### config.mk
export PLATFORM = sky130hd
export DESIGN_NAME = lcd_video_receiver
export DESIGN_NICKNAME = d
export VERILOG_FILES = /design/src/rtl/lcd_video_receiver.sv
export SDC_FILE = /design/constraint.sdc
export NUM_CORES = 1
export LEC_CHECK = 0
export BUFFER_PORTS_ARGS = -buffer_cell sky130_fd_sc_hd__buf_4
export CAP_MARGIN = 10
export CORE_UTILIZATION = 30
export DETAILED_ROUTE_END_ITERATION = 7
export PLACE_DENSITY = 0.5
export SYNTH_ARGS = -nofsm -noshare
export SYNTH_HDL_FRONTEND = slang
export SYNTH_SLANG_ARGS = --single-unit
### constraint.sdc
create_clock -name clock -period 4.6 [get_ports clock]
set_input_delay 0.23 -clock clock [delete_from_list [all_inputs] [get_ports clock]]
set_output_delay 0.23 -clock clock [all_outputs]
set_load 0.005 [all_outputs]
### src/rtl/lcd_video_receiver.sv
// rtl/lcd_video_receiver.sv - LCD parallel video receiver: x/y recovery, width/height measurement, lock FSM
// Optional feature macro: LCD_RX_STATS_EN adds frame_count/error_count outputs.
module lcd_video_receiver #(
  parameter int DATA_W      = 24,
  parameter int LOCK_FRAMES = 2
) (
  input  logic              clock,
  input  logic              reset_n,
  input  logic              tick,
  input  logic              hs_n,
  input  logic              vs_n,
  input  logic              data_enable,
  input  logic [DATA_W-1:0] pixel_in,
  output logic              pixel_valid,
  output logic [DATA_W-1:0] pixel_out,
  output logic [10:0]       x,
  output logic [10:0]       y,
  output logic              frame_start,
  output logic [10:0]       width,
  output logic [10:0]       height,
  output logic              locked,
  output logic              sync_error
`ifdef LCD_RX_STATS_EN
  ,
  output logic [15:0]       frame_count,
  output logic [15:0]       error_count
`endif
);
  localparam logic [10:0] COORD_MAX = 11'h7FF;

  typedef enum logic [1:0] {HUNT, CHECK, LOCKED} state_t;
  state_t state;

  logic        de_q, vs_q, hs_unused;
  logic [10:0] xc, yc, ref_w, ref_h;
  logic [3:0]  cnt;
  logic        frame_bad;
  logic        de_fall, vs_fall, line_mis, frame_good, lock_loss;
  logic [10:0] yc_inc, lines_now, cur_w;
  logic [4:0]  cnt_next;

  // A line ending in the same tick as vs_fall is folded into the frame's line count and width.
  always_comb begin
    de_fall    = tick & ~data_enable & de_q;
    vs_fall    = tick & ~vs_n & vs_q;
    yc_inc     = (yc == COORD_MAX) ? yc : yc + 11'd1;
    lines_now  = de_fall ? yc_inc : yc;
    cur_w      = de_fall ? xc : width;
    line_mis   = de_fall && (xc != ref_w);
    frame_good = !frame_bad && !line_mis && !data_enable && (lines_now == ref_h);
    lock_loss  = (state == LOCKED) && (line_mis || (vs_fall && (lines_now != ref_h)));
    cnt_next   = {1'b0, cnt} + 5'd1;
  end

  always_ff @(posedge clock or negedge reset_n) begin
    if (!reset_n) begin
      state       <= HUNT;
      de_q        <= 1'b0;
      vs_q        <= 1'b1;
      hs_unused   <= 1'b1;
      xc          <= '0;
      yc          <= '0;
      ref_w       <= '0;
      ref_h       <= '0;
      cnt         <= '0;
      frame_bad   <= 1'b0;
      pixel_valid <= 1'b0;
      pixel_out   <= '0;
      x           <= '0;
      y           <= '0;
      frame_start <= 1'b0;
      width       <= '0;
      height      <= '0;
      locked      <= 1'b0;
      sync_error  <= 1'b0;
    end else begin
      pixel_valid <= 1'b0;
      frame_start <= 1'b0;
      sync_error  <= 1'b0;

      if (tick) begin
        de_q      <= data_enable;
        vs_q      <= vs_n;
        hs_unused <= hs_n;
      end

      if (tick && data_enable) begin
        pixel_valid <= 1'b1;
        pixel_out   <= pixel_in;
        x           <= xc;
        y           <= yc;
        if (xc != COORD_MAX) xc <= xc + 11'd1;
      end

      if (de_fall) begin
        width <= xc;
        xc    <= '0;
        yc    <= yc_inc;
        if (line_mis) frame_bad <= 1'b1;
      end

      // vs_fall wins over the line updates above; a line still active here is dropped.
      if (vs_fall) begin
        height      <= lines_now;
        xc          <= '0;
        yc          <= '0;
        frame_start <= 1'b1;
        frame_bad   <= 1'b0;
      end

      case (state)
        HUNT: begin
          if (vs_fall && (cur_w != '0) && (lines_now != '0)) begin
            ref_w <= cur_w;
            ref_h <= lines_now;
            cnt   <= '0;
            state <= CHECK;
          end
        end
        CHECK: begin
          if (vs_fall) begin
            if (frame_good) begin
              cnt <= cnt_next[3:0];
              if (cnt_next == 5'(LOCK_FRAMES)) begin
                state  <= LOCKED;
                locked <= 1'b1;
              end
            end else begin
              ref_w <= cur_w;
              ref_h <= lines_now;
              cnt   <= '0;
            end
          end
        end
        LOCKED: begin
          if (lock_loss) begin
            state      <= HUNT;
            locked     <= 1'b0;
            sync_error <= 1'b1;
          end
        end
        default: begin
          state  <= HUNT;
          locked <= 1'b0;
        end
      endcase
    end
  end

`ifdef LCD_RX_STATS_EN
  always_ff @(posedge clock or negedge reset_n) begin
    if (!reset_n) begin
      frame_count <= '0;
      error_count <= '0;
    end else begin
      if (vs_fall) frame_count <= frame_count + 16'd1;
      if (lock_loss && (error_count != 16'hFFFF)) error_count <= error_count + 16'd1;
    end
  end
`endif

endmodule

* After elaboration in Yosys (flattened, before gate mapping) *
Cells that the tools add are included.

cells by class
  bitwise operators = 7
  mux-type cells = 38
  $add $sub $neg = 3
  reduce and logical (&&, ||, !) cells = 27
  shift operators = 0
  order comparisons = 0
  $mul = 0
  eq/ne operators = 14
  divide/modulo/power cells = 0

operators with widths
  operator                                       count
  2-to-1 mux 11 bit                              14
  case mux 11 bit (2 select lines)               2
  adder 11 x 1 -> 11 bit, second input constant  2
  != test 11 bit                                 2
  nonzero test 11 bit                            2
  2-to-1 mux 4 bit                               3
  != test 2 bit, second input constant           6
  == test 11 bit                                 1
  == test 11 bit, second input constant          1
  2-to-1 mux 1 bit                               11
  != test 11 bit, second input constant          1
  2-to-1 mux 2 bit                               5
  AND reduction 5 bit                            2
  logical AND 1 bit                              9
  case mux 4 bit (2 select lines)                1
  case mux 2 bit (3 select lines)                1
  nonzero test 2 bit                             3
  nonzero test 3 bit                             2
  adder 4 x 1 -> 5 bit, second input constant    1
  == test 5 x 2 -> 1 bit, second input constant  1
  bitwise AND 1 bit                              4
  AND reduction 2 bit                            2
  AND reduction 4 bit                            1
  zero test 1 bit                                3
  7 further kinds                                9

storage, ports and cells
  input port bits = 30
  bits in latches = 0
  output and inout bits = 72
  memories = 0
  register bits = 125
  memory bits (writable) = 0
  memory bits (read-only) = 0

* Longest topological paths before layout *
  word-level depth = 11
  depth in mapped cells = 13

* Least setup slack after synthesis *
Ideal clock, no wire load.

  path type = flip-flop to flip-flop
  from = reg yc[0]
  to = reg ref_h[4]
  required time = 4.475 ns
  arrival time = 3.103 ns
  slack = 1.372 ns
  stages on the path, launching flop included = 13
  period minus slack after synthesis = 3.228 ns
  cells stage by stage = dfrtp_1 ha_1 buf_2 and4b_1 buf_6 a41oi_4 xnor2_1 or4_1 or4_4 nor3_2 nor2_1 buf_6 mux2_4

on the way
  word-level cells in the longest chain between the ends = 7

RTL lines
  element                                                          RTL line  text
  start: declaration                                               35        logic [10:0] xc, yc, ref_w, ref_h;
  start signal: assignment                                         98        yc <= yc_inc;
  adder 11 x 1 -> 11 bit / == test 11 bit (equally long branches)  46        yc_inc = (yc == COORD_MAX) ? yc : yc + 11'd1;
  2-to-1 mux 11 bit                                                46
  2-to-1 mux 11 bit (*)                                            --
  == test 11 bit / nonzero test 11 bit (equally long branches)     50, 113
  logical AND 1 bit, on equally long branches                      50, 113
  != test 2 bit (no line)                                          --
  AND reduction 4 bit (no line)                                    --
  end signal: assignment                                           115       ref_h <= lines_now;
  end signal: assignment                                           130       ref_h <= lines_now;
  end: declaration                                                 35

Every way passes the cells marked *; elsewhere a longest branch is shown, timed or not. The select of a mux whose other input is x is not followed.
A chain may end at the register's enable or synchronous reset.

* Final worst setup path *
  from = reg yc[1]
  to = reg locked

on the way
  word-level cells in the longest chain between the ends = 9

RTL lines
  element                                                          RTL line  text
  adder 11 x 1 -> 11 bit / == test 11 bit (equally long branches)  46
  2-to-1 mux 11 bit                                                46
  2-to-1 mux 11 bit (*)                                            --
  != test 11 bit                                                   51        lock_loss = (state == LOCKED) && (line_mis || (vs_fall && (lines_now != ref_h)));
  logical AND 1 bit                                                51
  logical OR 1 bit                                                 51
  logical AND 1 bit                                                51
  != test 2 bit (no line)                                          --
  AND reduction 5 bit (no line) (*)                                --
  end signal: assignment                                           74        locked <= 1'b0;
  end signal: assignment                                           126       locked <= 1'b1;
  end signal: assignment                                           138       locked <= 1'b0;
  end: declaration                                                 21        output logic locked,

Every way passes the cells marked *; elsewhere a longest branch is shown, timed or not.

==> results.txt <==
Worst setup path class: register to register
Clk_skew: 0.00835 ns
Final Max Tran Viols: 0
Worst-Margin Slew: 1.03 ns
Max Freq: 258 MHz
Max-cap viol count: 0
Routed vias/inst: 4.89
WP data arrival: 4.21 ns
Final setup margin: 0.719 ns
Slew HR: 30.9%
WP buf/inv: 1
GRT met3 Usage: 4.69%
Filler Cell Count: 1,845
Pwr per Cell Area: 452 nW/um^2
Placer congestion estimate: 0.891
CP max stage delay: 0.59 ns
Gr busiest metal: met2
GR Util met1: 19.6%
Hold slack: 0.0446 ns
Routed via count: 4,397
Starting DRT DRC Count: 308
RSZ-0062 raised after global routing: false
Most used DFF post-synth: dfrtp_1
TritonRoute pass-1 iters: 5
I/O Buffers: 100
Final ANT Viol Nets: 0
Setup bufs post-CTS: 0
Core area: 19,000 sq um
Post-DP HPWL: 10,400 um
Yosys reg bits: 125
N_diodes: 0
Met2 usage: 24.5%
Min Tclk post-route: 3.88 ns
Hold Vio Cnt, Final: 0
Core Rows: 50
Crit-path cells: ha_1 -> and4b_1 -> a41oi_4 -> xnor2_1 -> or4_1 -> or4_4 -> nor3_2 -> buf_4 -> and3_1 -> a2bb2oi_1
Fraction of layout cells with a size suffix above 1: 31.5%
Die ar.: 20,100 sq um
Total congestion overflow: 0
Clock sink total: 125
Leak Pwr: 0.00354 uW
CTS H-tree depth: 4
Worst EP required: 4.93 ns
Chip height: 142 um
Number of synthesized flops with an enable pin: 0
Min-Delay Path Class: input port to register
Nets: 663
GRT Util Overall: 15.3%
Post-place setup slack: 0.733 ns
Post-synth ARST share: 100%
Pin count of the biggest net entering global routing: 51
Worst vdd ir: 274 uV
Clock latency on the worst-skew pair: 0.42 ns
Status: finished, final reports clean
Horiz. Die Dim: 142 um
Avg Inst Size Synth: 10.9 sq um
Average wire per standard cell: 16.3 um
Starting Density: 31.0%
Netlist cell types: 62
Final setup vio count: 0
Crit-path slowest cell: dfrtp_1
Hold_buf cts: 1
Critical path fanouts, max: 19
I/O pins: 102
Vias in the first global route: 4,400
Syn_nets: 572
CTS Buffer Depth: 2
Leading area contributor after synthesis: dfrtp_1
Setup crit end kind: register
Largest cells by area after synthesis: dfrtp_1 53%, mux2_2 8.8%, nand2_1 4.2%
Root buffer cell: clkbuf_16
Crit path launch type: register
Inserted Clock Buffers: 17
Commonest non-fill, non-tap cell in the layout: dfrtp_1
Most frequent cells in the layout: 124 x dfrtp_1, 109 x buf_4, 66 x nand2_1
Share of the synthesized area in the top cell type: 52.8%
First-pass GRT wire length: 23,400 um
Synth Instances: 538
CTS tree: built
Initial antenna violation count: 0
Syn-to-layout area delta: 26.3%
Post-cts repair resize count: 0
Sequential element share of the synthesized area: 53.3%
Drt drc: 0
Largest delay share family, worst path: simple AND/OR/NAND/NOR gates
Tcrit/Tclk final: 84.4%
CTS clk-pin slew, worst paths: 0.06 ns
Final wirelength: 14,600 um
Mapped cell area: 5870 sq um
Yosys warnings: 0
TNS Setup: 0 ns
==> flip-flops by register name (all words and copies together), names as in the netlist, 2 cells and up <==
signal     count
ref_h         11
xc            11
ref_w         11
yc            11
width         11
y             11
cnt            4
height        11
x             11
pixel_out     24
state          2
==> power breakdown <==
part,total (uW),switching [uW],internal (uW)
Clock,1290,464,827
Sequential,1390,152,1240
Combinational,675,330,345
Total,3360,946,2410
==> cell families after synthesis <==
| logic type | count (synthesis) | synth area share (%) |
|---|---|---|
| multiplexers | 64 | 12.8 |
| XOR/XNOR | 30 | 4.47 |
| AND/OR/NAND/NOR | 175 | 14.8 |
| buffers and inverters | 50 | 3.69 |
| flip-flops | 125 | 53.3 |
| AO/OA/AOI/OAI | 90 | 10.1 |
| adder cells (fa/ha/maj) | 4 | 0.852 |
==> through the flow <==
stage / cell area (sq um) / power [uW] / instances / utilization [%]
3_5_place_dp: 6850 / 2090 / 869 / 36.1
3_3_place_gp: 6850 / 2070 / 869 / 36.1
4_1_cts: 7420 / 3400 / 899 / 39.1
2_1_floorplan: 5870 / 1800 / 538 / -
6_report: 7420 / 3360 / 899 / 39.1
5_1_grt: 7420 / 3540 / 899 / 39.1
==> cell usage after synthesis (all sizes together), types with 2 or more instances <==
master and n:
a41oi 2, or2 2, o211ai 2, nand3 20, o21ai 38, nor2b 2
nor2 30, o31ai 12, mux2i 6, nand3b 3, ha 4, a211oi 3
inv 11, nand2 66, and2 2, a31oi 2, or4 3, a211o 3
buf 12, a21o 6, and3 6, xor2 22, nor3 10, mux2 58
nor3b 2, clkbuf 26, dfrtp 124, nand4b 2, nor4 7, nand2b 2
xnor2 8, a21oi 12, nand4 12
==> per-layer routing <==
metal | share of wire (%) | up-vias
met5 | 0 | -
met4 | 1.4 | 0
met3 | 5.1 | 14
met2 | 48 | 126
met1 | 46 | 2177
li1 | - | 2080
==> worst reg2reg max path, delay by kind of cell, from the launching register on <==
kind | cells | cell delay (ns)
and+or+nand+nor | 5 | 1.94
DFF | 1 | 0.59
adders and majority gates | 1 | 0.44
AOI/OAI and AO/OA | 2 | 0.40
buffers and inverters | 1 | 0.25
xor gates and xnor gates | 1 | 0.19
==> cell type report <==
type,instances,area (sq um),share of cell area [%]
clock buffer,22,474,6.39
clock inverter,7,90.1,1.21
inverter,12,45.0,0.607
multi-input combinational,363,2530,34.1
sequential,125,3130,42.2
tap,260,325,4.38
timing repair buffer,110,828,11.2
==> worst paths after layout <==
check	start	endpoint	slack, ns	cells past startpoint
max in group asynchronous	reset_n	pixel_out[16]	3.25	3
max reg2reg	yc[1]	locked	0.72	10
max	yc[1]	locked	0.72	10
min	pixel_in[11]	pixel_out[11]	0.04	2
min in group asynchronous	reset_n	y[0]	0.33	2
min reg2reg	y[9]	y[9]	0.49	2
Note: power is estimated with default switching activity, not from simulation.
